`src/rtl/memctrl_port_arbiter_if.sv`:
```
// Host and SRAM-side bundle of the memory-controller port arbiter.
// The slave modport is the arbiter; the master modport is the host/memory side.
interface memctrl_port_arbiter_if #(
  parameter int AW = 16,
  parameter int DW = 8
);
  logic          req0;
  logic          req1;
  logic          we0;
  logic          we1;
  logic [AW-1:0] addr0;
  logic [AW-1:0] addr1;
  logic [DW-1:0] wdata0;
  logic [DW-1:0] wdata1;
  logic          gnt0;
  logic          gnt1;
  logic          rvalid0;
  logic          rvalid1;
  logic [DW-1:0] rdata0;
  logic [DW-1:0] rdata1;
  logic          bist_busy;
  logic          busy;
  logic [AW-1:0] m_addr;
  logic [DW-1:0] m_idata;
  logic          m_ce;
  logic          m_csb;
  logic          m_web;
  logic          m_oeb;
  logic [DW-1:0] m_odata;

  modport master (
    output req0, req1, we0, we1, addr0, addr1, wdata0, wdata1, bist_busy, m_odata,
    input  gnt0, gnt1, rvalid0, rvalid1, rdata0, rdata1, busy,
    input  m_addr, m_idata, m_ce, m_csb, m_web, m_oeb
  );

  modport slave (
    input  req0, req1, we0, we1, addr0, addr1, wdata0, wdata1, bist_busy, m_odata,
    output gnt0, gnt1, rvalid0, rvalid1, rdata0, rdata1, busy,
    output m_addr, m_idata, m_ce, m_csb, m_web, m_oeb
  );
endinterface

```
`src/rtl/memctrl_port_arbiter.sv`:
```
// Round-robin arbiter sharing one SRAM port between CPU (req0) and DMA (req1),
// driving a single strobe cycle per access followed by RD_LAT recovery cycles.
module memctrl_port_arbiter #(
  parameter int AW     = 16,
  parameter int DW     = 8,
  parameter int RD_LAT = 1
) (
  input  logic                   clk,
  input  logic                   rst,
  memctrl_port_arbiter_if.slave  bus
);
  typedef enum logic [1:0] {
    IDLE   = 2'd0,
    ACCESS = 2'd1,
    RECOV  = 2'd2,
    RESP   = 2'd3
  } state_t;

  localparam logic [1:0] CNT_LOAD = 2'(RD_LAT - 1);

  state_t        state_r;
  state_t        next_s;
  logic [1:0]    cnt_r;
  logic          last_r;
  logic          sel_r;
  logic          we_r;
  logic          grant_s;
  logic          win_s;
  logic          win_we_s;
  logic [AW-1:0] win_addr_s;
  logic [DW-1:0] win_wdata_s;
  logic          read_done_s;

  logic          gnt0_r;
  logic          gnt1_r;
  logic          rvalid0_r;
  logic          rvalid1_r;
  logic [DW-1:0] rdata0_r;
  logic [DW-1:0] rdata1_r;
  logic          busy_r;
  logic [AW-1:0] m_addr_r;
  logic [DW-1:0] m_idata_r;
  logic          m_ce_r;
  logic          m_csb_r;
  logic          m_web_r;
  logic          m_oeb_r;

  // Next-state and arbitration decision; BIST ownership only blocks new grants from IDLE
  always_comb begin
    next_s  = state_r;
    grant_s = 1'b0;
    win_s   = 1'b0;
    case (state_r)
      IDLE: begin
        if (!bus.bist_busy && (bus.req0 || bus.req1)) begin
          grant_s = 1'b1;
          if (bus.req0 && bus.req1) begin
            win_s = ~last_r;
          end else begin
            win_s = bus.req1;
          end
          next_s = ACCESS;
        end else begin
          next_s = IDLE;
        end
      end
      ACCESS: next_s = RECOV;
      RECOV: begin
        if (cnt_r == 2'd0) begin
          next_s = RESP;
        end else begin
          next_s = RECOV;
        end
      end
      RESP:    next_s = IDLE;
      default: next_s = IDLE;
    endcase
  end

  // Winner's request fields
  always_comb begin
    win_we_s    = 1'b0;
    win_addr_s  = '0;
    win_wdata_s = '0;
    if (win_s) begin
      win_we_s    = bus.we1;
      win_addr_s  = bus.addr1;
      win_wdata_s = bus.wdata1;
    end else begin
      win_we_s    = bus.we0;
      win_addr_s  = bus.addr0;
      win_wdata_s = bus.wdata0;
    end
  end

  assign read_done_s = (state_r == RECOV) && (cnt_r == 2'd0) && !we_r;

  // State, round-robin pointer, recovery counter and all registered outputs
  always_ff @(posedge clk) begin
    if (rst) begin
      state_r   <= IDLE;
      cnt_r     <= 2'd0;
      last_r    <= 1'b1;
      sel_r     <= 1'b0;
      we_r      <= 1'b0;
      gnt0_r    <= 1'b0;
      gnt1_r    <= 1'b0;
      rvalid0_r <= 1'b0;
      rvalid1_r <= 1'b0;
      rdata0_r  <= '0;
      rdata1_r  <= '0;
      busy_r    <= 1'b0;
      m_addr_r  <= '0;
      m_idata_r <= '0;
      m_ce_r    <= 1'b0;
      m_csb_r   <= 1'b1;
      m_web_r   <= 1'b1;
      m_oeb_r   <= 1'b1;
    end else begin
      state_r   <= next_s;
      gnt0_r    <= grant_s && !win_s;
      gnt1_r    <= grant_s && win_s;
      m_ce_r    <= grant_s;
      m_csb_r   <= !grant_s;
      m_web_r   <= !(grant_s && win_we_s);
      m_oeb_r   <= !(grant_s && !win_we_s);
      busy_r    <= (next_s != IDLE);
      rvalid0_r <= read_done_s && !sel_r;
      rvalid1_r <= read_done_s && sel_r;
      if (grant_s) begin
        sel_r    <= win_s;
        last_r   <= win_s;
        we_r     <= win_we_s;
        m_addr_r <= win_addr_s;
        if (win_we_s) begin
          m_idata_r <= win_wdata_s;
        end
      end
      // Counter is loaded during the strobe so RECOV lasts exactly RD_LAT cycles
      if (state_r == ACCESS) begin
        cnt_r <= CNT_LOAD;
      end else if ((state_r == RECOV) && (cnt_r != 2'd0)) begin
        cnt_r <= cnt_r - 2'd1;
      end
      if (read_done_s && !sel_r) begin
        rdata0_r <= bus.m_odata;
      end
      if (read_done_s && sel_r) begin
        rdata1_r <= bus.m_odata;
      end
    end
  end

  assign bus.gnt0    = gnt0_r;
  assign bus.gnt1    = gnt1_r;
  assign bus.rvalid0 = rvalid0_r;
  assign bus.rvalid1 = rvalid1_r;
  assign bus.rdata0  = rdata0_r;
  assign bus.rdata1  = rdata1_r;
  assign bus.busy    = busy_r;
  assign bus.m_addr  = m_addr_r;
  assign bus.m_idata = m_idata_r;
  assign bus.m_ce    = m_ce_r;
  assign bus.m_csb   = m_csb_r;
  assign bus.m_web   = m_web_r;
  assign bus.m_oeb   = m_oeb_r;
endmodule

```
`src/flat_wrapper.sv`:
```
// flat-port wrapper written by rule: the top's interface ports become plain ports
module memctrl_port_arbiter_flat 
#(
  parameter int AW     = 16,
  parameter int DW     = 8,
  parameter int RD_LAT = 1
)
  (clk, rst, bus_req0, bus_req1, bus_we0, bus_we1, bus_addr0, bus_addr1, bus_wdata0, bus_wdata1, bus_bist_busy, bus_m_odata, bus_gnt0, bus_gnt1, bus_rvalid0, bus_rvalid1, bus_rdata0, bus_rdata1, bus_busy, bus_m_addr, bus_m_idata, bus_m_ce, bus_m_csb, bus_m_web, bus_m_oeb);
  memctrl_port_arbiter_if #(.AW(AW), .DW(DW)) bus_i ();
  input  logic clk;
  input  logic rst;
  input wire logic [$bits(bus_i.req0)-1:0] bus_req0;
  input wire logic [$bits(bus_i.req1)-1:0] bus_req1;
  input wire logic [$bits(bus_i.we0)-1:0] bus_we0;
  input wire logic [$bits(bus_i.we1)-1:0] bus_we1;
  input wire logic [$bits(bus_i.addr0)-1:0] bus_addr0;
  input wire logic [$bits(bus_i.addr1)-1:0] bus_addr1;
  input wire logic [$bits(bus_i.wdata0)-1:0] bus_wdata0;
  input wire logic [$bits(bus_i.wdata1)-1:0] bus_wdata1;
  input wire logic [$bits(bus_i.bist_busy)-1:0] bus_bist_busy;
  input wire logic [$bits(bus_i.m_odata)-1:0] bus_m_odata;
  output wire logic [$bits(bus_i.gnt0)-1:0] bus_gnt0;
  output wire logic [$bits(bus_i.gnt1)-1:0] bus_gnt1;
  output wire logic [$bits(bus_i.rvalid0)-1:0] bus_rvalid0;
  output wire logic [$bits(bus_i.rvalid1)-1:0] bus_rvalid1;
  output wire logic [$bits(bus_i.rdata0)-1:0] bus_rdata0;
  output wire logic [$bits(bus_i.rdata1)-1:0] bus_rdata1;
  output wire logic [$bits(bus_i.busy)-1:0] bus_busy;
  output wire logic [$bits(bus_i.m_addr)-1:0] bus_m_addr;
  output wire logic [$bits(bus_i.m_idata)-1:0] bus_m_idata;
  output wire logic [$bits(bus_i.m_ce)-1:0] bus_m_ce;
  output wire logic [$bits(bus_i.m_csb)-1:0] bus_m_csb;
  output wire logic [$bits(bus_i.m_web)-1:0] bus_m_web;
  output wire logic [$bits(bus_i.m_oeb)-1:0] bus_m_oeb;
  assign bus_i.req0 = bus_req0;
  assign bus_i.req1 = bus_req1;
  assign bus_i.we0 = bus_we0;
  assign bus_i.we1 = bus_we1;
  assign bus_i.addr0 = bus_addr0;
  assign bus_i.addr1 = bus_addr1;
  assign bus_i.wdata0 = bus_wdata0;
  assign bus_i.wdata1 = bus_wdata1;
  assign bus_i.bist_busy = bus_bist_busy;
  assign bus_i.m_odata = bus_m_odata;
  assign bus_gnt0 = bus_i.gnt0;
  assign bus_gnt1 = bus_i.gnt1;
  assign bus_rvalid0 = bus_i.rvalid0;
  assign bus_rvalid1 = bus_i.rvalid1;
  assign bus_rdata0 = bus_i.rdata0;
  assign bus_rdata1 = bus_i.rdata1;
  assign bus_busy = bus_i.busy;
  assign bus_m_addr = bus_i.m_addr;
  assign bus_m_idata = bus_i.m_idata;
  assign bus_m_ce = bus_i.m_ce;
  assign bus_m_csb = bus_i.m_csb;
  assign bus_m_web = bus_i.m_web;
  assign bus_m_oeb = bus_i.m_oeb;
  memctrl_port_arbiter #(.AW(AW), .DW(DW), .RD_LAT(RD_LAT)) u_core (.clk(clk), .rst(rst), .bus(bus_i));
endmodule
```
`config.mk`:
```
export PLATFORM = sky130hd
export DESIGN_NAME = memctrl_port_arbiter_flat
export DESIGN_NICKNAME = d
export VERILOG_FILES = /design/src/rtl/memctrl_port_arbiter_if.sv /design/src/rtl/memctrl_port_arbiter.sv /design/src/flat_wrapper.sv
export SDC_FILE = /design/constraint.sdc
export NUM_CORES = 1
export LEC_CHECK = 0
export BUFFER_PORTS_ARGS = -buffer_cell sky130_fd_sc_hd__buf_2
export CORE_UTILIZATION = 42
export CTS_CLUSTER_DIAMETER = 50
export CTS_CLUSTER_SIZE = 16
export DETAILED_ROUTE_END_ITERATION = 8
export PLACE_DENSITY = 0.76
export RECOVER_POWER = 100
export SLEW_MARGIN = 25
export SYNTH_ARGS = -nofsm -noshare
export SYNTH_HDL_FRONTEND = slang
export SYNTH_SLANG_ARGS = --single-unit
```
`constraint.sdc`:
```
create_clock -name clk -period 1.6 [get_ports clk]
set_input_delay 0.08 -clock clk [delete_from_list [all_inputs] [get_ports clk]]
set_output_delay 0.08 -clock clk [all_outputs]
set_load 0.02 [all_outputs]
```
* Word-level counts from Yosys, hierarchy flattened
Index checks and enable logic that the tools add are counted.
** Word-level totals
- Flip-flop bits (word level) :: 56
- Latch bits :: 0
- Bits in writable memories :: 0
- Bits in read-only memories :: 0
- Bits of input ports :: 63
- Output and inout bits :: 49
- Word-level logic and storage cells :: 60
- Memories :: 0
** Operators by class
- $add $sub $neg :: 1
- $mul :: 0
- Divide/modulo/power cells :: 0
- Magnitude comparators :: 0
- Equality and inequality tests :: 3
- Shift-type cells :: 0
- Multiplexer cells :: 11
- Bitwise operators :: 1
- Reductions and logical operators :: 26
** Operators by type and width (count)
- two-way mux 16 bit :: 1
- logical AND 1 bit :: 11
- logical NOT 1 bit :: 8
- two-way mux 1 bit :: 8
- two-way mux 8 bit :: 1
- one-hot mux 2 bit (4 select lines) :: 1
- equality test 2 bit, second input constant :: 2
- logical NOT 2 bit :: 2
- nonzero test 2 bit :: 2
- equality test 2 x 1 -> 1 bit, second input constant :: 1
- AND reduction 2 bit :: 1
- OR reduction 2 bit :: 1
- subtractor 2 x 1 -> 2 bit, second input constant :: 1
- logical OR 1 bit :: 1
- NOT 1 bit :: 1

* Depth between registers and ports, before layout
- Depth after elaboration :: 8
- Mapped depth :: 8
- Mapped depth without buffers :: 6

* Worst setup path after synthesis
Ideal clock, no wire load.
- Path kind :: register -> register
- Start point :: register u_core.state_r[0]
- End point :: register u_core.m_addr_r[10] (netlist: u_core.bus.m_addr[10])
- Setup time :: 0.080 ns
- Arrival time :: 1.454 ns
- Data required time :: 1.520 ns
- Path slack :: 0.066 ns
- Stages on the path, launching flop included :: 9
- Path buffers :: 2
- Period minus slack after synthesis :: 1.534 ns
- Cell sequence :: dfxtp_1 inv_1 ha_1 nor2b_2 o21ai_1 buf_2 buf_2 a21oi_1 a211oi_2
** On the way
- Cells in the longest elaborated chain, start to end :: 3
- Elaborated cells on any way between the ends :: 4
- Those cells by class :: mux (3); reduce/logical (1)
** Ends and longest elaborated chain
- from (decl) :: line memctrl_port_arbiter.sv:21 : state_t state_r;
- from (signal assigned) :: line memctrl_port_arbiter.sv:120 : state_r <= next_s;
- logical NOT 2 bit (*) :: line memctrl_port_arbiter.sv:53 : case (state_r)
- two-way mux 1 bit :: line memctrl_port_arbiter.sv:53
- two-way mux 16 bit :: line memctrl_port_arbiter.sv:85 : if (win_s) begin
- to (signal assigned) :: line memctrl_port_arbiter.sv:134 : m_addr_r <= win_addr_s;
- to (decl) :: line memctrl_port_arbiter.sv:41 : logic [AW-1:0] m_addr_r;
Every way passes the cells marked *; elsewhere a longest branch is shown, timed or not.
A chain may end at the register's enable or synchronous reset.

* Final worst setup path
- Start point :: register u_core.state_r[1]
- End point :: register u_core.m_addr_r[7] (netlist: u_core.bus.m_addr[7])
The elaborated chain is that of the path after synthesis.

==> results.cfg <==
[run_status]
status = completed

[setup_path]
cp_data_arrival_time_ns = 1.73
max_stage_delay_ns = 0.32
critical_path.top_delay_family = compound AO/OA/AOI/OAI gates
critPathLaunchType = flop
critPathRequiredTime_ns = 1.80
critical_path_class = flop to flop
path_buf_inv = 2
cp-end-kind = flop
critPathMaxFanout = 11
cp_cell_sequence = inv_1 -> ha_1 -> nor2b_4 -> o21ai_2 -> buf_4 -> a21oi_1 -> a211oi_2
critPathSlowestCell = dfxtp_1

[yosys]
ys_top_cells_by_area = dfxtp_1 (46%), a21oi_1 (8.4%), nand2_1 (8.0%), nand3b_1 (4.9%), nor2_1 (4.8%)
synth_top_area_share_pct = 46.14
yosysSeqAreaShare_pct = 46.14
yosysTopAreaCell = dfxtp_1
syn_area_um2 = 2430
synth_compound_area_share_pct = 16.94
synth_mux_area_share_pct = 0.6179
synth_fa_ha_area_share_pct = 2.060
synth_cells = 283
syn_avg_cell_area_um2 = 8.586
synthXorXnorAreaFrac_pct = 0.3605
synth_nets = 350
yosys.area_share.simple_pct = 29.25
ys_warn_count = 0
ys_ff_latch = 56
synth_top_family_by_area = simple AND/OR/NAND/NOR gates
ys_types = 39

[drt]
drt-pass1-iter-count = 5
vias = 2343
antenna_left = 0
route.detailed.drc = 0
wl_mm = 6.220
drt_iter0_drc = 87
vias_per_cell = 5.017
wl_per_cell_um = 13.32

[finish]
antenna_cells = 0
multiInputGateArea_um2 = 1227
nets = 462
ff_latch_area_um2 = 1121
final_cell_count_no_fill = 467
finish.utilization_pct = 57.18
fillerInstances = 555
syn_to_final_growth_pct = 30.38
drive_gt1_share_pct = 29.87

[global_route]
grt_max_degree = 20
top_usage_layer = met2
grt.overflow.total = 0
grt_use_met1_pct = 25.05
grt_pass1_vias = 2252
grt_pass1_wl_mm = 10.22
use_met3_pct = 4.535
antenna_found_initial = 0
grt.total_usage_pct = 20.89
grt_use_met2_pct = 36.23

[power]
p_per_area_nw_per_um2 = 942.4
power.total_mw = 2.986
power.leakage_nw = 1.261
ir_drop_uv = 440.5

[placement]
dp.cells = 459
io_buffers = 111
dp_hpwl_mm = 4.566
gp_congestion = 0.8328

[cts]
cts_sinks = 56
root_buffer = clkbuf_8
clock_tree.buffer_depth = 2
htree_levels = 2
clkLatencyLatePin_ns = 0.31
path_clk_slew_ns = 0.09
tritoncts = done
cts-buffers-inserted = 5

[sta]
hold_viol = 0
maxSlewViolCount = 0
slew_headroom_pct = 73.76
fin_crit_sh_pct = 95.37
setup_violations = 0
worst_slew_pin_slew_ns = 0.3936
rsz0062_at_grt = yes
period_minus_slack_ns = 1.526
max_freq_mhz = 655.3
skew_ns = 0.005483

[flow_run]
maxCapViolCount = 0

[floorplan]
num_rows = 27
fp.dieArea_um2 = 6093
start_util_pct = 43.86
die_w_um = 78.06
io_pins = 112
fp.dieH_um = 78.06
core-area_um2 = 5540

[min_path]
hold_path_class = primary input to flop
cells in the mapped netlist (all sizes together):
master / count
or3: 1
a211oi: 15
and2: 1
inv: 5
nand3: 1
nor2: 40
or2: 2
o21ai: 1
a21bo: 1
nand2: 53
nor3: 4
mux2: 1
buf: 11
a21boi: 1
nor3b: 1
a222oi: 1
dfxtp: 56
nor4: 8
nor2b: 4
nand3b: 16
xnor2: 1
ha: 4
and3: 1
a21oi: 41
clkbuf: 8
a2111oi: 1
nand4b: 1
nand2b: 1
o21a: 1
a221o: 1
repair_timing:
item	CTS	global route
pin swaps	0	2
resized for setup	1	5
setup endpoints to repair	7	23
buffers inserted	0	0
hold endpoints to repair	1	0
hold buffers	1	0
registers in the layout (all words and copies together) (netlist names):
signal,count
u_core.bus.m_addr,16
u_core.cnt_r,2
u_core.bus.gnt0,1
u_core.bus.m_oeb,1
u_core.sel_r,1
u_core.last_r,1
u_core.bus.rvalid1,1
u_core.state_r,2
u_core.bus.gnt1,1
u_core.bus.m_web,1
u_core.we_r,1
u_core.bus.rdata0,8
u_core.bus.m_ce,1
u_core.bus.m_csb,1
u_core.bus.rdata1,8
u_core.bus.rvalid0,1
u_core.bus.m_idata,8
u_core.bus.busy,1
kinds of logic after synthesis:
kind of cell | after synthesis
flip-flops | 56
XOR/XNOR | 1
AO/OA/AOI/OAI | 63
adder cells (fa/ha/maj) | 4
AND/OR/NAND/NOR | 134
buffers and inverters | 24
multiplexers | 1
through the flow:
step                setup WS [ns]  setup TNS (ns)  hold WS (ns)  area [µm²]
floorplan                 0.06565               0        0.2160        2430
finish                    0.07401               0      0.007604        3168
global route             -0.02237        -0.06453      0.007425        3168
detailed placement       -0.02433        -0.02604        0.3383        3113
global placement          0.09588               0        0.3238        3113
CTS                       0.02493               0      0.001982        3206
where the power goes:
group / total (mW) / internal [mW] / switching [mW]
registers: 1.55 / 1.49 / 0.0577
logic: 0.704 / 0.277 / 0.427
clock network: 0.736 / 0.299 / 0.437
area by class of cell:
cell class / count / share of cell area [%]
Multi-Input combinational cell: 203 / 38.74
Sequential cell: 56 / 35.39
Timing Repair Buffer: 124 / 19.98
Tap cell: 72 / 2.844
Clock buffer: 6 / 2.291
Inverter: 5 / 0.5924
Clock inverter: 1 / 0.1580
cell usage in the layout, fill, tap and decap left out, drive strengths merged, types with 4 or more instances in the layout:
master / instances
ha: 4
nor3: 4
clkbuf: 54
nand2: 53
dfxtp: 56
a21oi: 41
inv: 5
nor2: 40
nor4: 8
a211oi: 15
buf: 75
nor2b: 4
nand3b: 16
routing by layer:
metal  routed length [µm]  vias to the layer above
met5                    0                        -
met4                  139                        0
met3                  277                       12
met2                 3087                       59
met1                 2716                     1086
li1                     -                     1186
worst min-delay path, delay by kind of cell:
| kind | cells | cell delay [ns] |
|---|---|---|
| and+or+nand+nor | 1 | 0.05 |
| buffers and inverters | 1 | 0.09 |
| AOI/OAI and AO/OA | 1 | 0.05 |
path summary, 6_finish.rpt:
check / depth (start not counted) / slack [ns] / end / startpoint
setup / recovery: 7 / 0.07 / u_core.bus.m_addr[7] / u_core.state_r[1]
hold / removal: 3 / 0.008 / u_core.bus.m_addr[6] / bus_addr0[6]
setup reg to reg: 7 / 0.07 / u_core.bus.m_addr[7] / u_core.state_r[1]
hold reg to reg: 2 / 0.46 / u_core.bus.rdata0[4] / u_core.bus.rdata0[4]
Power figures use the tool's default switching activity.
